==> src/rtl/imem_dmem_port_arbiter_pkg.sv <==
// Shared types and constants for the instruction/data memory port arbiter.
package imem_dmem_port_arbiter_pkg;

  localparam int STALL_W = 4;

  typedef enum logic [1:0] {
    ARB_IDLE    = 2'd0,
    ARB_D_WAIT  = 2'd1,
    ARB_I_WAIT  = 2'd2,
    ARB_I_DRAIN = 2'd3
  } arb_state_e;

  localparam logic [STALL_W-1:0] STALL_NONE = 4'b0000;
  localparam logic [STALL_W-1:0] STALL_ALL  = 4'b1111;
  localparam logic [STALL_W-1:0] STALL_IF   = 4'b0011;

  function automatic logic word_aligned(input logic [31:0] addr);
    return addr[1:0] == 2'b00;
  endfunction

endpackage

==> src/rtl/imem_dmem_port_arbiter_wait_timer.sv <==
// Cycle counter for an outstanding bus request; expire flags the timeout limit.
module arb_wait_timer #(
  parameter int TIMEOUT = 16
) (
  input  logic clk,
  input  logic rst_n,
  input  logic clear,
  input  logic enable,
  output logic expire
);

  logic [7:0] count;

  assign expire = (count == 8'(TIMEOUT));

  // Holds at the limit so expire stays stable until the next request clears it.
  always_ff @(posedge clk or negedge rst_n) begin
    if (!rst_n) begin
      count <= 8'd0;
    end else if (clear) begin
      count <= 8'd0;
    end else if (enable && !expire) begin
      count <= count + 8'd1;
    end
  end

endmodule

==> src/rtl/imem_dmem_port_arbiter.sv <==
// Shares one single-port memory bus between instruction fetch and data access,
// data first, with pipeline stall generation, flush draining and a bus timeout.
module imem_dmem_port_arbiter
  import imem_dmem_port_arbiter_pkg::*;
#(
  parameter logic [31:0] ADDR_MASK = 32'h1fff_ffff,
  parameter int          TIMEOUT   = 16
) (
  input  logic               cpu_clk_50M,
  input  logic               cpu_rst_n,
  input  logic               ice,
  input  logic [31:0]        iaddr,
  output logic [31:0]        inst,
  output logic               inst_valid,
  input  logic               dce,
  input  logic [3:0]         dwe,
  input  logic [31:0]        daddr,
  input  logic [31:0]        din,
  output logic [31:0]        dm,
  output logic               dm_valid,
  input  logic               flush,
  output logic [STALL_W-1:0] stall_o,
  output logic               bus_err,
  output logic               mem_req,
  output logic [3:0]         mem_we,
  output logic [31:0]        mem_addr,
  output logic [31:0]        mem_wdata,
  input  logic [31:0]        mem_rdata,
  input  logic               mem_ack
);

  arb_state_e state;
  logic       expire;
  logic       start_d, start_i, done, to_drain;
  logic       is_load;

  assign is_load = (mem_we == 4'b0000);

  arb_wait_timer #(.TIMEOUT(TIMEOUT)) u_timer (
    .clk    (cpu_clk_50M),
    .rst_n  (cpu_rst_n),
    .clear  (start_d | start_i | to_drain),
    .enable (mem_req),
    .expire (expire)
  );

  // Stall and result paths are combinational so the pipeline reacts in the
  // request cycle and captures data in the same cycle the stall releases.
  always_comb begin
    start_d    = 1'b0;
    start_i    = 1'b0;
    done       = 1'b0;
    to_drain   = 1'b0;
    stall_o    = STALL_NONE;
    inst       = 32'd0;
    inst_valid = 1'b0;
    dm         = 32'd0;
    dm_valid   = 1'b0;
    bus_err    = 1'b0;
    unique case (state)
      ARB_IDLE: begin
        if (dce) begin
          start_d = 1'b1;
          stall_o = STALL_ALL;
        end else if (ice) begin
          if (word_aligned(iaddr)) begin
            start_i = 1'b1;
            stall_o = STALL_IF;
          end else begin
            inst_valid = 1'b1;
          end
        end
      end
      ARB_D_WAIT: begin
        if (mem_ack) begin
          done     = 1'b1;
          dm_valid = is_load;
          dm       = is_load ? mem_rdata : 32'd0;
        end else if (expire) begin
          done     = 1'b1;
          bus_err  = 1'b1;
          dm_valid = is_load;
        end else begin
          stall_o = STALL_ALL;
        end
      end
      ARB_I_WAIT: begin
        if (mem_ack) begin
          done       = 1'b1;
          inst_valid = !flush;
          inst       = flush ? 32'd0 : mem_rdata;
        end else if (expire) begin
          done       = 1'b1;
          bus_err    = 1'b1;
          inst_valid = !flush;
        end else if (flush) begin
          to_drain = 1'b1;
        end else begin
          stall_o = STALL_IF;
        end
      end
      ARB_I_DRAIN: begin
        if (mem_ack) begin
          done = 1'b1;
        end else if (expire) begin
          done    = 1'b1;
          bus_err = 1'b1;
        end
      end
      default: ;
    endcase
    if (!cpu_rst_n) begin
      start_d    = 1'b0;
      start_i    = 1'b0;
      done       = 1'b0;
      to_drain   = 1'b0;
      stall_o    = STALL_NONE;
      inst       = 32'd0;
      inst_valid = 1'b0;
      dm         = 32'd0;
      dm_valid   = 1'b0;
      bus_err    = 1'b0;
    end
  end

  // A request, once issued, stays on the bus until ack or timeout.
  always_ff @(posedge cpu_clk_50M or negedge cpu_rst_n) begin
    if (!cpu_rst_n) begin
      state     <= ARB_IDLE;
      mem_req   <= 1'b0;
      mem_we    <= 4'b0000;
      mem_addr  <= 32'd0;
      mem_wdata <= 32'd0;
    end else if (start_d) begin
      state     <= ARB_D_WAIT;
      mem_req   <= 1'b1;
      mem_we    <= dwe;
      mem_addr  <= daddr & ADDR_MASK;
      mem_wdata <= din;
    end else if (start_i) begin
      state    <= ARB_I_WAIT;
      mem_req  <= 1'b1;
      mem_we   <= 4'b0000;
      mem_addr <= iaddr & ADDR_MASK;
    end else if (done) begin
      state   <= ARB_IDLE;
      mem_req <= 1'b0;
    end else if (to_drain) begin
      state <= ARB_I_DRAIN;
    end
  end

endmodule
==> config.mk <==
export PLATFORM = sky130hd
export DESIGN_NAME = imem_dmem_port_arbiter
export DESIGN_NICKNAME = d
export VERILOG_FILES = /design/src/rtl/imem_dmem_port_arbiter_pkg.sv /design/src/rtl/imem_dmem_port_arbiter_wait_timer.sv /design/src/rtl/imem_dmem_port_arbiter.sv
export SDC_FILE = /design/constraint.sdc
export NUM_CORES = 1
export LEC_CHECK = 0
export ABC_AREA = 1
export CAP_MARGIN = 15
export CORE_UTILIZATION = 37
export CTS_CLUSTER_SIZE = 24
export DETAILED_ROUTE_END_ITERATION = 12
export HOLD_SLACK_MARGIN = 0.05
export PLACE_DENSITY_LB_ADDON = 0.25
export SYNTH_ARGS = -nofsm -noshare
export SYNTH_HDL_FRONTEND = slang
export SYNTH_HIERARCHICAL = 1
export SYNTH_SLANG_ARGS = --single-unit
==> constraint.sdc <==
create_clock -name cpu_clk_50M -period 2.3 [get_ports cpu_clk_50M]
set_input_delay 0.23 -clock cpu_clk_50M [delete_from_list [all_inputs] [get_ports cpu_clk_50M]]
set_output_delay 0.23 -clock cpu_clk_50M [all_outputs]
set_load 0.01 [all_outputs]
# Yosys cells after proc, flatten, opt, wreduce, memory -nomap -nowiden
# Index checks and enable logic that the tools add are counted.
# W data, S select, Z words.
[totals]
regBits = 79
latchBits = 0
mem_bits_rw = 0
rom_bits = 0
in_bits = 138
out_inout_bits = 140
elab_cells = 86
mem_count = 0
[classes]
n_addsub = 1
n_mul = 0
div_mod_pow = 0
magnitude_cmp = 0
n_eq_ne = 4
shifts = 0
n_mux = 62
n_bitwise = 2
n_reduce_logical = 11
[op_table]
columns = ["op", "n"]
rows = [
  ["$mux W32", 10],
  ["$mux W1", 33],
  ["$mux W4", 6],
  ["$mux W2", 9],
  ["$mux W8", 2],
  ["$pmux W4 S3", 1],
  ["$add A8 B1 Y8 const B", 1],
  ["$eq A8 B5 Y1 const B", 1],
  ["$eq A2 B2 Y1 const B", 2],
  ["$logic_not A2 Y1", 2],
  ["$logic_not A4 Y1", 1],
  ["$reduce_bool A2 Y1", 2],
  ["$reduce_bool A4 Y1", 1],
  ["$reduce_bool A3 Y1", 1],
  ["$reduce_or A3 Y1", 1],
  ["$eq A2 B1 Y1 const B", 1],
  ["$logic_not A1 Y1", 2],
  ["$or A1 B1 Y1", 2],
  ["$pmux W1 S2", 1],
  ["$logic_and A1 B1 Y1", 1],
]

# Depth between registers and ports, before layout
# Gate-level depths: netlist (run 1).
[logic_depth]
ltp_word = 9
mapped_depth = 11
ltp_nobuf = 11

# Hierarchy
# The synthesis (run 1) kept the hierarchy.
[modules_own_cells]
columns = ["mod", "n_inst", "cells_each", "area_each_um2", "seq_area_each_um2"]
rows = [
  ["imem_dmem_port_arbiter", 1, 539, 3831.2, 1701.6],
  ["arb_wait_timer", 1, 78, 555.5, 200.2],
]

# Least setup slack after synthesis (run 1)
# No wires, ideal clock.
[synth_timing]
path_type = "register to output"
startpoint = "reg u_timer.count[0]"
endpoint = "out stall_o[3]"
t_arrival_ns = 1.644
required_ns = 2.070
path_slack_ns = 0.426
path_stages_with_launch = 9
path_buffers = 1
cell_sequence = "dfrtp_1 inv_1 ha_1 nand3_1 nor2_1 nor2_1 nand2_1 o21ai_0 buf_4"
[synth_between]
elab_chain_cells = 5
[synth_rtl]
columns = ["item", "line", "source"]
rows = [
  ["start, declared", "imem_dmem_port_arbiter_wait_timer.sv:12", "logic [7:0] count;"],
  ["start signal, assigned", "imem_dmem_port_arbiter_wait_timer.sv:23", "count <= count + 8'd1;"],
  ["$eq A8 B5 Y1", "imem_dmem_port_arbiter_wait_timer.sv:14", "assign expire = (count == 8'(TIMEOUT));"],
  ["named net expire", "imem_dmem_port_arbiter.sv:33", "logic expire;"],
  ["$mux W4", "imem_dmem_port_arbiter.sv:79", "end else if (expire) begin"],
  ["$mux W4", "imem_dmem_port_arbiter.sv:75", "if (mem_ack) begin"],
  ["$pmux W4 S3", "imem_dmem_port_arbiter.sv:60", "unique case (state)"],
  ["$mux W4", "imem_dmem_port_arbiter.sv:112", "if (!cpu_rst_n) begin"],
  ["end, declared", "imem_dmem_port_arbiter.sv:22", "output logic [STALL_W-1:0] stall_o,"],
]
# The timed path passes the listed nets, and every way through them passes these cells.

# Worst setup path after layout (run 1)
[layout_timing]
startpoint = "reg state[1]"
endpoint = "out dm[26]"
[layout_between]
elab_chain_cells = 3
[layout_rtl]
columns = ["item", "line", "source"]
rows = [
  ["start, declared", "imem_dmem_port_arbiter.sv:32", "arb_state_e state;"],
  ["start signal, assigned", "imem_dmem_port_arbiter.sv:129", "state <= ARB_IDLE;"],
  ["start signal, assigned", "imem_dmem_port_arbiter.sv:135", "state <= ARB_D_WAIT;"],
  ["start signal, assigned", "imem_dmem_port_arbiter.sv:141", "state <= ARB_I_WAIT;"],
  ["$eq A2 B1 Y1", "imem_dmem_port_arbiter.sv:60", ""],
  ["$mux W32", "imem_dmem_port_arbiter.sv:60", ""],
  ["$mux W32", "imem_dmem_port_arbiter.sv:112", ""],
  ["end, declared", "imem_dmem_port_arbiter.sv:19", "output logic [31:0] dm,"],
]
# No other way between the ends.

==> impl_results.md, run 1 <==
* TNS Setup at 0 ps
* Clock sink total at between 70 and 80
* Critical path buffers and inverters at 3
* CTS H-tree lvls at 3
* I/O Pins at between 200 and 300
* Tcrit/Tclk final at a little over nine tenths
* Register bit total from synthesis at 76
* Nets at ~1000
* Die Wd at 110.9 um
* CP startpoint kind: flip-flop
* Fill count at between 900 and 1000
* Post-synthesis sequential area ratio at between 40% and 50%
* F_max at ~450 MHz
* Largest stage delay, worst path at between 500 and 600 ps
* Final Hold Viols at 0
* Post-DR vias/cell at between 5 and 6
* Total gr overflow at 0
* GP Congestion at 0.8478
* Slew HR at between 60% and 70%
* Port Buf Inserts at around 270
* Avg Inst Size Synth at between 7 and 8 um2
* CTS Buffer Depth at 2
* Clk_lat worst skew at 340 ps
* Num CTS Buffers at 9
* Vias in the first global route at approximately 5000
* Net load switching power at about 2700 uW
* DIE HEIGHT at 110.9 um
* Area grow syn2layout at 74.59%
* Crit Path Max Fanout at 33
* Core Box Area at approximately 11000 um2
* P_leak at ~0.0045 uW
* Setup CP Type: reg2out
* Hold crit path type: in2reg
* DR iter-0 viols at 326
* DIE AREA at 12300 um2
* Post-layout min period at between 2000 and 2500 ps
* Register share of total power at between 30% and 40%
* Drt drc at 0
* Max Slew Vio Count at 0
* First-pass GRT wire length at around 24000 um
* Antenna violations before repair at 1
* Wire per inst at 14.74 um
* Crit-path cells: buf_4, nor2_2, nand3_2, buf_6, nor3_2, clkdlybuf4s50_1
* Synth Warn # at 6
* Initial cell density of the core at roughly two fifths
* Routed Antenna Nets at 0
* Status: completed
* HPWL after DPL at 11140 um
* CP required at 2070 ps
* Final setup viols at 0
* Largest net degree at the start of global routing at 76
* Synthesized cell area at between 4000 and 5000 um2
* Most common cell after layout, fill and taps aside: nand2_1
* Final Skew at between 5 and 6 ps
* DR pass1 iterations at 5
* Switching part of the total power at about a third
* Peak supply drop at roughly 0.00066 V
* Slew @ Worst Pin at a little over 500 ps
* Slowest cell on crit path: clkdlybuf4s50_1
* Gr usage total at between 20 and 25%
* CP delay by family, top: buffers and inverters
* Clock Power Share at a little under a quarter
* Synth unique cells at 27
* Unrepaired setup endpoints after global routing: no
* Most frequent cells in the layout: nand2_1, clkdlybuf4s50_1, dfrtp_1, nor3_1, nand3_1
* Layout cells sized above 1 at a little under 7%
* Clock-pin slew on the worst setup and hold paths at around 60 ps
* Row cnt at 39
* Post-Syn Instances at 617
* Fin area at approximately 7700 um2
* Worst EP arrival at ~2000 ps
* CTS root buf: clkbuf_16
* Via count at between 5000 and 6000
* Critical path capture point type: output port
* Final wirelength at ~15000 um
* Combinational fraction of design power at between 40 and 50%
* Cell-internal power at between 4000 and 5000 uW
* Pwr per Cell Area at 995.0 nW/um2
* Area after DPL at 7137 um2
* Total of max-cap violations at 0
* CTS tree: done
-- routing by layer --
layer	track usage (%)	vias to the layer above	share of wire [%]
li1	-	2468	-
met1	25.19	2370	37
met2	44.72	228	53
met3	6.616	35	7.6
met4	11.02	0	3.1
met5	0	-	0
-- metrics by stage --
step           hold WS [ps]  total power (uW)  utilization (%)  worst slack, ps  instances
3_3_place_gp          110.8              5792            62.24            80.10       1001
2_1_floorplan        -65.59              4000                -            426.2        619
4_1_cts               417.0              7688            65.54            1.295       1019
3_5_place_dp          112.9              5915            62.24            26.74       1001
6_report              425.4              7620            66.79            65.15       1020
5_1_grt               422.3              8097            66.79            4.278       1020
-- state kept, by name, indices dropped and copies added (netlist names) --
name and count:
mem_wdata 32, mem_addr 29, mem_req 1, u_timer/count 8, state 2, mem_we 4
-- power groups by stage --
stage / Sequential, uW / Clock, uW / Combinational (uW)
detailed placement: 2380 / 0 / 3540
CTS: 2380 / 1750 / 3560
floorplan: 2620 / 0 / 1380
global route: 2460 / 1820 / 3820
finish: 2370 / 1720 / 3530
global placement: 2350 / 0 / 3450
-- worst paths after layout --
check | slack, ps | endpoint | from | cells past startpoint
setup / recovery | 70 | dm[26] | state[1] | 6
hold / removal | 430 | mem_wdata[3] | din[3] | 3
setup reg to reg | 230 | u_timer/count[6] | u_timer/count[0] | 11
hold reg to reg | 480 | mem_wdata[31] | mem_wdata[31] | 2
max in group asynchronous | 960 | u_timer/count[3] | cpu_rst_n | 3
min in group asynchronous | 560 | mem_addr[6] | cpu_rst_n | 3
-- cells in the mapped netlist, drive strengths merged --
cell / instances / area (um2)
a21boi: 1 / 7.510
a21oi: 1 / 5.000
a31oi: 1 / 6.260
buf: 38 / 249.0
clkbuf: 10 / 37.54
conb: 1 / 3.750
dfrtp: 76 / 1902
ha: 2 / 25.02
inv: 49 / 183.9
nand2: 254 / 975.9
nand3: 58 / 312.8
nand4: 28 / 175.2
nor2: 26 / 110.1
nor3: 66 / 340.3
o21ai: 3 / 26.28
xor2: 3 / 26.28
-- cells by family after synthesis --
kind of cell / Yosys count / share of synthesized area, %
AND/OR/NAND/NOR: 432 / 43.64
flip-flops: 76 / 43.35
AO/OA/AOI/OAI: 6 / 1.027
buffers and inverters: 97 / 10.72
other: 1 / 0.08549
XOR/XNOR: 3 / 0.5991
adder cells (fa/ha/maj): 2 / 0.5704
-- area by class of cell --
type / count / area (um2) / area share, %
Antenna cell: 1 / 2.502 / 0.03267
Clock buffer: 9 / 225.2 / 2.941
Clock inverter: 6 / 136.4 / 1.781
Inverter: 49 / 183.9 / 2.402
Multi-Input combinational cell: 446 / 2049 / 26.76
Sequential cell: 76 / 1903 / 24.85
Tap cell: 143 / 178.9 / 2.336
Timing Repair Buffer: 290 / 2979 / 38.90
-- worst min-delay path: stages --
cell             delay [ps]
clkdlybuf4s50_1         390
nand2_1                  60
nand2_1                  40
-- what timing repair did --
| item | CTS | global route |
|---|---|---|
| setup buffers | 1 | 0 |
| endpoints found under the hold margin | 9 | 0 |
| setup endpoints to repair | 71 | 55 |
| gates resized for setup | 25 | 53 |
| hold buffers | 2 | 0 |
Note: power is estimated with default switching activity, not from simulation.
==> run 2: changes to the inputs <==
Settings changed: CELL_PAD_IN_SITES_DETAIL_PLACEMENT set to 1, CELL_PAD_IN_SITES_GLOBAL_PLACEMENT set to 1, CORE_UTILIZATION 37 to 24, GPL_ROUTABILITY_DRIVEN set to 0.
==> run 2 against run 1 <==
Maximum frequency grew 1.3%; combinational power increased by 2%; sequential cell count unchanged; die area rose by 53%; clock power shrank 15%; non-clock buffer count did not move; setup slack gained 29 ps; global-route usage is 6.4 points lower; critical path depth stayed put; total power down 2.8%; largest cell class unchanged.
==> impl_results.md, run 2 (synthesis gave the netlist of run 1 again) <==
* Status: completed
* Total of max-cap violations at 0 (unchanged)
* Antenna violations before repair at 0 (-1)
* CP required at 2070 ps (about the same)
* Routed Antenna Nets at 0 (unchanged)
* Final wirelength at 16900 um (+12%)
* DIE AREA at 18820 um2 (+53%)
* Ant. Diodes at 0 (-1)
* Gr usage total at 17.76% (-6.4 points)
* CTS Buffer Depth at 2 (unchanged)
* Worst EP arrival at 1980 ps (-20 ps)
* Final worst setup slack at 94.01 ps (+28.87 ps)
* Area grow syn2layout at 75.67%
* Worst Hold Margin at 116.7 ps (-308.7 ps)
* DIE HEIGHT at 137.2 um (+24%)
* HPWL after DPL at 12230 um (+9.8%)
* DR iter-0 viols at 157 (-52%)
* P_leak at 0.004355 uW (-4.1%)
* Clock sink total at 76 (unchanged)
* Setup CP Type: reg2out
* Die Wd at 137.2 um (+24%)
* Overall power at 7407 uW (-2.8%)
* Slew HR at 58.48% (-7.6 points)
* Clk_lat worst skew at 350 ps (about the same)
* Internal reg-to-reg setup slack at 330 ps (+100 ps)
* Final Skew at 12.93 ps (+7.601 ps)
* F_max at 453.3 MHz (+1.3%)
* Post-layout min period at 2206 ps (-28.87 ps)
* Fin area at 7706 um2 (+0.62%)
* Layout Utilization at 42.90% (-24 points)
* Row cnt at 49 (+26%)
* Fill count at 2195 (+130%)
* Total gr overflow at 0 (unchanged)
* Most frequent cells in the layout: nand2_1, clkdlybuf4s50_1, dfrtp_1, nor3_1, nand3_1
* Layout cells sized above 1 at 7.184% (+0.45 points)
* Reg with most FFs: mem_wdata
* Final Hold Viols at 0 (unchanged)
* Drt drc at 0 (unchanged)
* Most common cell after layout, fill and taps aside: nand2_1
* Hold crit path type: in2async
* Clock-pin slew on the worst setup and hold paths at 70 ps (about the same)
* Critical path capture point type: output port
* CTS H-tree lvls at 3 (unchanged)
* Num CTS Buffers at 9 (unchanged)
* Max reg flops at 32 (unchanged)
* Port Buf Inserts at 268 (unchanged)
* Peak supply drop at 0.0004901 V (-26%)
* Area after DPL at 7264 um2 (+1.8%)
* Core Box Area at 17960 um2 (+57%)
* CTS tree: done
* Wire per inst at 15.28 um (+3.7%)
* CTS root buf: clkbuf_16
* Vias in the first global route at 5091 (+1.4%)
* DR pass1 iterations at 4 (-1)
* Largest net degree at the start of global routing at 65 (-14%)
* CP startpoint kind: flip-flop
* Tcrit/Tclk final at 95.91% (-1.3 points)
* Final setup viols at 0 (unchanged)
* FF/Latch Area at 1904 um2 (about the same)
* Post-DR vias/cell at 4.538 (-9.3%)
* I/O Pins at 278 (unchanged)
* Largest registers: mem_wdata x32, mem_addr x29, u_timer/count x8
* Crit Path Max Fanout at 33 (unchanged)
* Via count at 5019 (-1.6%)
* DP Worst Slack at -70.18 ps (-96.92 ps)
* Pwr per Cell Area at 961.1 nW/um2 (-3.4%)
* First-pass GRT wire length at 26000 um (+8.7%)
* Multi-input gate area at 2058 um2 (+0.43%)
* Max Slew Vio Count at 0 (unchanged)
* Nets at 1012 (unchanged)
* Initial cell density of the core at 24.42% (-14 points)
* Slew @ Worst Pin at 622.8 ps (+113.3 ps)
run 2: layer usage:
| metal | share of wire [%] | global-route usage, % |
|---|---|---|
| met1 | 40 | 19.94 |
| met2 | 49 | 31.57 |
| met3 | 9.4 | 5.114 |
| met4 | 1.8 | 6.838 |
| met5 | 0 | 0 |
run 2: what timing repair did:
| action | in CTS | in global routing |
|---|---|---|
| endpoints found under the hold margin | 10 | 0 |
| gates cloned | 0 | 0 |
| hold buffers | 1 | 0 |
| setup buffers | 1 | 0 |
| pin swaps | 2 | 1 |
| endpoints found under the setup margin | 43 | 61 |
| resized for setup | 26 | 49 |
run 2: layout make-up:
| type | count | area share (%) |
|---|---|---|
| clock buffers | 10 | 2.971 |
| clock inverters | 6 | 0.9417 |
| repair buffers | 290 | 38.56 |
| multi-input cells | 446 | 26.71 |
| flip-flops and latches | 76 | 24.71 |
| well taps | 229 | 3.718 |
| inverters | 49 | 2.387 |
run 2: worst max-delay path, cell delays in order (launching register included):
cell and delay [ps]:
dfrtp_2 410, inv_2 70, nor2_2 120, nand2_1 100
buf_12 180, nor3_1 170, clkdlybuf4s50_1 580
run 2: where the power goes:
| group | internal, uW | switching (uW) |
|---|---|---|
| clock | 853 | 609 |
| combinational | 1810 | 1780 |
| sequential | 1970 | 390 |
| total | 4630 | 2780 |
run 2: path summary, 6_finish.rpt:
| path | start | end | depth (start not counted) |
|---|---|---|---|
| max in group asynchronous | cpu_rst_n | mem_wdata[12] | 3 |
| max reg2reg | u_timer/count[0] | u_timer/count[7] | 11 |
| max | state[1] | inst[30] | 6 |
| min in group cpu_clk_50M | cpu_rst_n | state[0] | 3 |
| min | cpu_rst_n | mem_addr[22] | 2 |
| min reg2reg | mem_wdata[14] | mem_wdata[14] | 2 |
run 2: per-stage QoR:
| stage | cells | TNS, ps |
|---|---|---|
| 2_1_floorplan | 619 | 0 |
| 3_3_place_gp | 1088 | -10.52 |
| 3_5_place_dp | 1088 | -115.6 |
| 4_1_cts | 1106 | 0 |
| 5_1_grt | 1106 | -64.93 |
| 6_report | 1106 | 0 |
==> run 3: changes to the inputs <==
Settings changed: PLACE_DENSITY_LB_ADDON 0.25 to 0.12.
==> run 3 against run 2 <==
Sequential share of layout area about the same; sequential cell count unchanged; die area unchanged; critical path depth unchanged; critical path type unchanged; maximum frequency about the same; clock skew decreased by 5.5 ps; total power about the same; setup slack got worse by 0.70 ps; design area about the same; via count increased by 1.3%.
==> impl_results.md, run 3 (synthesis gave the netlist of run 1 again) <==
* CTS Buffer Depth at 2 (unchanged)
* Antenna violations before repair at 0 (unchanged)
* Worst EP arrival at 1980 ps (about the same)
* Initial cell density of the core at 24.42% (unchanged)
* Final wirelength at 17150 um (+1.5%)
* Gr usage total at 17.94% (+0.18 points)
* Setup repair bufs after CTS at 0 (-1)
* P_leak at 0.004360 uW (+0.11%)
* Layout cells sized above 1 at 7.386% (+0.20 points)
* Clock sink total at 76 (unchanged)
* CTS tree: done
* Row cnt at 49 (unchanged)
* Via count at 5086 (+1.3%)
* DR pass1 iterations at 4 (unchanged)
* Post-DR vias/cell at 4.586 (+1.1%)
* Wire per inst at 15.47 um (+1.2%)
* Largest registers: mem_wdata x32, mem_addr x29, u_timer/count x8
* Clock-pin slew on the worst setup and hold paths at 60 ps (about the same)
* Vias in the first global route at 5196 (+2.1%)
* Tcrit/Tclk final at 95.94% (about the same)
* Total of max-cap violations at 0 (unchanged)
* Largest net degree at the start of global routing at 65 (unchanged)
* Largest stage delay, worst path at 560 ps (-20 ps)
* DR iter-0 viols at 126 (-20%)
* Post-layout min period at 2207 ps (+0.7032 ps)
* Setup CP Type: reg2out
* Num CTS Buffers at 9 (unchanged)
* Critical path buffers and inverters at 3 (unchanged)
* First-pass GRT wire length at 26390 um (+1.5%)
* Crit Path Max Fanout at 33 (unchanged)
* Max reg flops at 32 (unchanged)
* Worst flop-to-flop path endpoint: u_timer/count[7]
* CP delay by family, top: buffers and inverters
* Unrepaired setup endpoints after global routing: yes
* Final setup viols at 0 (unchanged)
* Area grow syn2layout at 75.78% (about the same)
* Pwr per Cell Area at 960.3 nW/um2 (about the same)
* DIE HEIGHT at 137.2 um (unchanged)
* Crit-path cells: inv_1, nor2_2, nand3_2, buf_6, nor3_1, clkdlybuf4s50_1
* Final Hold Viols at 0 (unchanged)
* Core Box Area at 17960 um2 (unchanged)
* Final Skew at 7.444 ps (-5.488 ps)
* Slew HR at 57.30% (-1.2 points)
* CP required at 2070 ps (about the same)
* F_max at 453.2 MHz (about the same)
* Reg with most FFs: mem_wdata
* Routed Antenna Nets at 0 (unchanged)
* Slowest cell on crit path: clkdlybuf4s50_1
* Port Buf Inserts at 268 (unchanged)
* Slew @ Worst Pin at 640.5 ps (+17.77 ps)
* I/O Pins at 278 (unchanged)
* CTS H-tree lvls at 3 (unchanged)
* Most common cell after layout, fill and taps aside: nand2_1
* Peak supply drop at 0.0003882 V (-21%)
* Critical path capture point type: output port
* Nets at 1015 (+0.30%)
* DP Worst Slack at -48.38 ps (+21.79 ps)
* CP startpoint kind: flip-flop
* Most frequent cells in the layout: nand2_1, clkdlybuf4s50_1, dfrtp_1, nor3_1, nand3_1
* HPWL after DPL at 12960 um (+6.0%)
* Internal reg-to-reg setup slack at 480 ps (+150 ps)
* CTS root buf: clkbuf_16
* Fill count at 2157 (-1.7%)
* Clk_lat worst skew at 340 ps (about the same)
* Hold crit path type: in2async
* Number of cells on the worst reg-to-reg path at 11 (unchanged)
* Final worst setup slack at 93.31 ps (-0.7032 ps)
* Overall power at 7405 uW (about the same)
* Drt drc at 0 (unchanged)
* Status: completed
* FF-to-FF Start: u_timer/count[0]
* Max Slew Vio Count at 0 (unchanged)
* Ant. Diodes at 0 (unchanged)
* Total gr overflow at 0 (unchanged)
* Die Wd at 137.2 um (unchanged)
* DIE AREA at 18820 um2 (unchanged)
## run 3: cell count changes in the layout (fill, tap and decap cells not counted), moves of 2 or more
cell,delta
dlymetal6s2s_1,-2
dlygate4sd2_1,+5
buf_4,+2
o21ai_0,+2
nor2_2,+2
clkdlybuf4s50_1,-3
nor2_1,-2
## run 3: how the worst max path moves through the flow
| stage | start | end | slack, ps | depth (start not counted) |
|---|---|---|---|---|
| 2_1_floorplan | u_timer/count[0] | stall_o[3] | 430 | 8 |
| 3_3_place_gp | u_timer/count[0] | stall_o[1] | -20 | 10 |
| 3_5_place_dp | u_timer/count[0] | stall_o[1] | -50 | 10 |
| 4_1_cts | state[1] | inst[18] | 0.07 | 6 |
| 5_1_grt | state[0] | dm[1] | -6 | 6 |
| 6_report | state[0] | dm[1] | 90 | 6 |
## run 3: routing by layer
metal | GRT usage (%) | vias to the layer above | part of all wire (%)
met4 | 5.067 | 0 | 1.3
met1 | 20.52 | 2414 | 40
met5 | 0 | - | 0
met2 | 32.41 | 190 | 50
met3 | 4.967 | 11 | 8.7
li1 | - | 2471 | -
## run 3: where the power goes
group | internal, uW | switching, uW | leakage, uW
Sequential | 1970 | 403 | 0.000952
Clock | 874 | 564 | 0.000146
Combinational | 1820 | 1780 | 0.00326
## run 3: stage by stage
stage               util, %  area (um2)  instances  TNS (ps)  hold WS (ps)
finish                42.93        7711       1109         0         106.4
global route          42.93        7711       1109    -9.490         132.3
CTS                   42.33        7604       1109         0         107.8
detailed placement    40.57        7287       1091    -89.06         105.8
global placement      40.57        7287       1091    -40.61         100.0
floorplan                 -        4394        619         0        -65.59
## run 3: area by class of cell
cell class                      instances  area [um2]  area share (%)
Clock buffer                           11       242.7           3.148
Clock inverter                          5       60.06          0.7788
Inverter                               49       183.9           2.385
Multi-Input combinational cell        446        2054           26.64
Sequential cell                        76        1904           24.70
Tap cell                              229       286.5           3.716
Timing Repair Buffer                  293        2979           38.63
## run 3: worst reg2reg max path, stage by stage (launching register included)
cell and delay [ps]:
dfrtp_1 370, inv_1 90, ha_1 160, nand3_2 140, nor2_4 150, nor2_4 50
nand4_1 130, nand3_1 100, inv_1 230, buf_12 160, nand3_1 70, nand2_1 100
## run 3: timing repair
item                                    CTS  global route
endpoints found under the setup margin   45            57
endpoints found under the hold margin     3             0
pin swaps                                 1             1
resized for setup                        26            50
hold buffers                              2             0
==> variant (flow settings as in run 1) <==
Compare `count` against `8'(TIMEOUT)` with >= in place of ==.
--- a/src/rtl/imem_dmem_port_arbiter_wait_timer.sv
+++ b/src/rtl/imem_dmem_port_arbiter_wait_timer.sv
@@ -11,7 +11,7 @@
 
   logic [7:0] count;
 
-  assign expire = (count == 8'(TIMEOUT));
+  assign expire = (count >= 8'(TIMEOUT));
 
   // Holds at the limit so expire stays stable until the next request clears it.
   always_ff @(posedge clk or negedge rst_n) begin
Function: same outputs for any inputs over 4 cycles, from zero or initial values and one cycle with cpu_rst_n low; that may be too few to reach the edited logic, so the function may still have changed.
==> variant against run 1 <==
Via count down 4.6%; critical path type unchanged; sequential cell count unchanged; count of clock-buffer cells in the layout up 2; fmax is essentially flat; area after synthesis down 2.7%; worst hold slack lost 0.25 ns; power fell by 5.1%; setup slack lost 0.00097 ns; wire length down 4.8%; largest cell class unchanged; global-route usage is 0.43 points lower; critical endpoint is now dm[3]; first-iteration DRC count down 2.8%; register-to-register slack improved by 0.39 ns; largest power group unchanged; design area shrank 2.7%.
==> variant: results (changes against run 1) <==
[place]
dp_slack_ns=0.1880  ; +0.1612 ns
dpl.hpwl_um=10350  ; -7.1%
io_buffer_count=268  ; unchanged
dp.cells=966  ; -3.5%
gp_congestion=0.7461  ; -12%

[run_status]
status=completed

[drt]
vias_per_cell=4.944  ; -1.1%
wl_per_cell_um=14.54  ; -1.4%
drtIter0Drc=317  ; -2.8%
drt-pass1-iter-count=4  ; -1

[global_route]
grt_max_degree=98  ; +29%
antenna_found_initial=0  ; -1
grt.total_usage=0.2372  ; -0.004290
first_global_vias=4618  ; -8.0%
grt_pass1_wl_um=22020  ; -7.9%

[layout]
nets=979  ; -3.3%
antennaDiodeCount=0  ; -1
drive_above_1_share=0.06280  ; -0.004555
fin_cells=984  ; -3.5%

[sta]
clock_skew_ns=0.005570  ; +0.0002397 ns
tightest_slew_ns=0.7145  ; +0.2050 ns

[logic_synthesis]
syn_inst=589  ; -4.5%
synthXorXnorAreaFrac=0  ; -0.005990
ys_seq_area_frac=0.4457  ; +0.01221
synth_cell_types=29  ; +7.4%
synth_compound_area_frac=0.006745  ; -0.003523
synthArstFlopShare=1.000  ; unchanged
synth_warnings=6  ; unchanged
synthTopCellsByCount=nand2_1, dfrtp_1, nor3_1
synth_area_leaders=dfrtp_1, nand2_1, nor3_1, nand3_1, nand4_1
synth_mux_area_frac=0  ; unchanged
synthAdderAreaFrac=0.005865  ; +0.0001606

[min_path]
hp-class=input pin to async pin

[power]
p_leak_nw=4.108  ; -9.6%
vdd_drop_max_mv=0.6398  ; -3.0%

[worst_setup_path]
reg2reg_depth=8  ; -3

[variant: cell types whose count changed after synthesis, sizes merged, moves of 2 or more]
| cell | delta |
|---|---|
| nand4 | +5 |
| xor2 | -3 |
| nand3 | -10 |
| inv | +2 |
| nor2 | -7 |
| buf | -2 |
| nand2 | -13 |
[variant: logic make-up (layout without fill, tap and decap cells)]
logic type	count (synthesis)	in the layout
AO/OA/AOI/OAI	5	5
AND/OR/NAND/NOR	407	407
adder cells (fa/ha/maj)	2	2
buffers and inverters	98	351
other	1	3
flip-flops	76	76
[variant: routing by layer]
metal  part of all wire  track usage
met5                  0            0
met4              0.019      0.08000
met3              0.093      0.06758
met2               0.52       0.4394
met1               0.37       0.2577
[variant: metrics by stage]
step                hold slack [ns]  power (W)  cell area, µm²
floorplan                  -0.06559   0.003899            4274
global placement             0.1247   0.005573            6997
detailed placement           0.1266   0.005684            6997
CTS                          0.1877   0.007288            7357
global route                 0.2258   0.007703            7450
finish                       0.1736   0.007228            7450
[variant: path summary, 6_finish.rpt]
check / startpoint / end / slack [ns]
hold / removal: cpu_rst_n / mem_addr[19] / 0.17
min in group cpu_clk_50M: cpu_rst_n / state[0] / 0.32
setup / recovery: state[0] / dm[3] / 0.06
max in group asynchronous: cpu_rst_n / mem_addr[4] / 1.19
hold reg to reg: mem_wdata[20] / mem_wdata[20] / 0.48
setup reg to reg: state[1] / u_timer/count[4] / 0.62
[variant: timing repair]
item                                    4_1_cts  5_1_grt
setup buffers                                 1        0
hold buffers                                  1        0
hold endpoints to repair                     11        0
endpoints found under the setup margin       37       64
gates resized for setup                      11       37
pin swaps                                     1        0
[variant: critical path, stage by stage (launching register included)]
cell             delay [ns]
dfrtp_2                0.41
inv_1                  0.08
nor2_2                 0.14
nand3_2                0.09
buf_6                  0.20
nor3_1                 0.17
clkdlybuf4s50_1        0.58
[variant: cell type report]
class,instances,area [µm²]
Timing Repair Buffer,283,2913
Tap cell,140,175.2
Inverter,52,209.0
Multi-Input combinational cell,417,1921
Clock buffer,11,242.7
Sequential cell,76,1904
Clock inverter,5,85.08
Fill cell,913,3581
[variant: power by group]
| part | switching [W] | internal (W) |
|---|---|---|
| clock network | 0.000562 | 0.000984 |
| registers | 0.000379 | 0.00193 |
| logic | 0.00163 | 0.00174 |
| total | 0.00257 | 0.00466 |
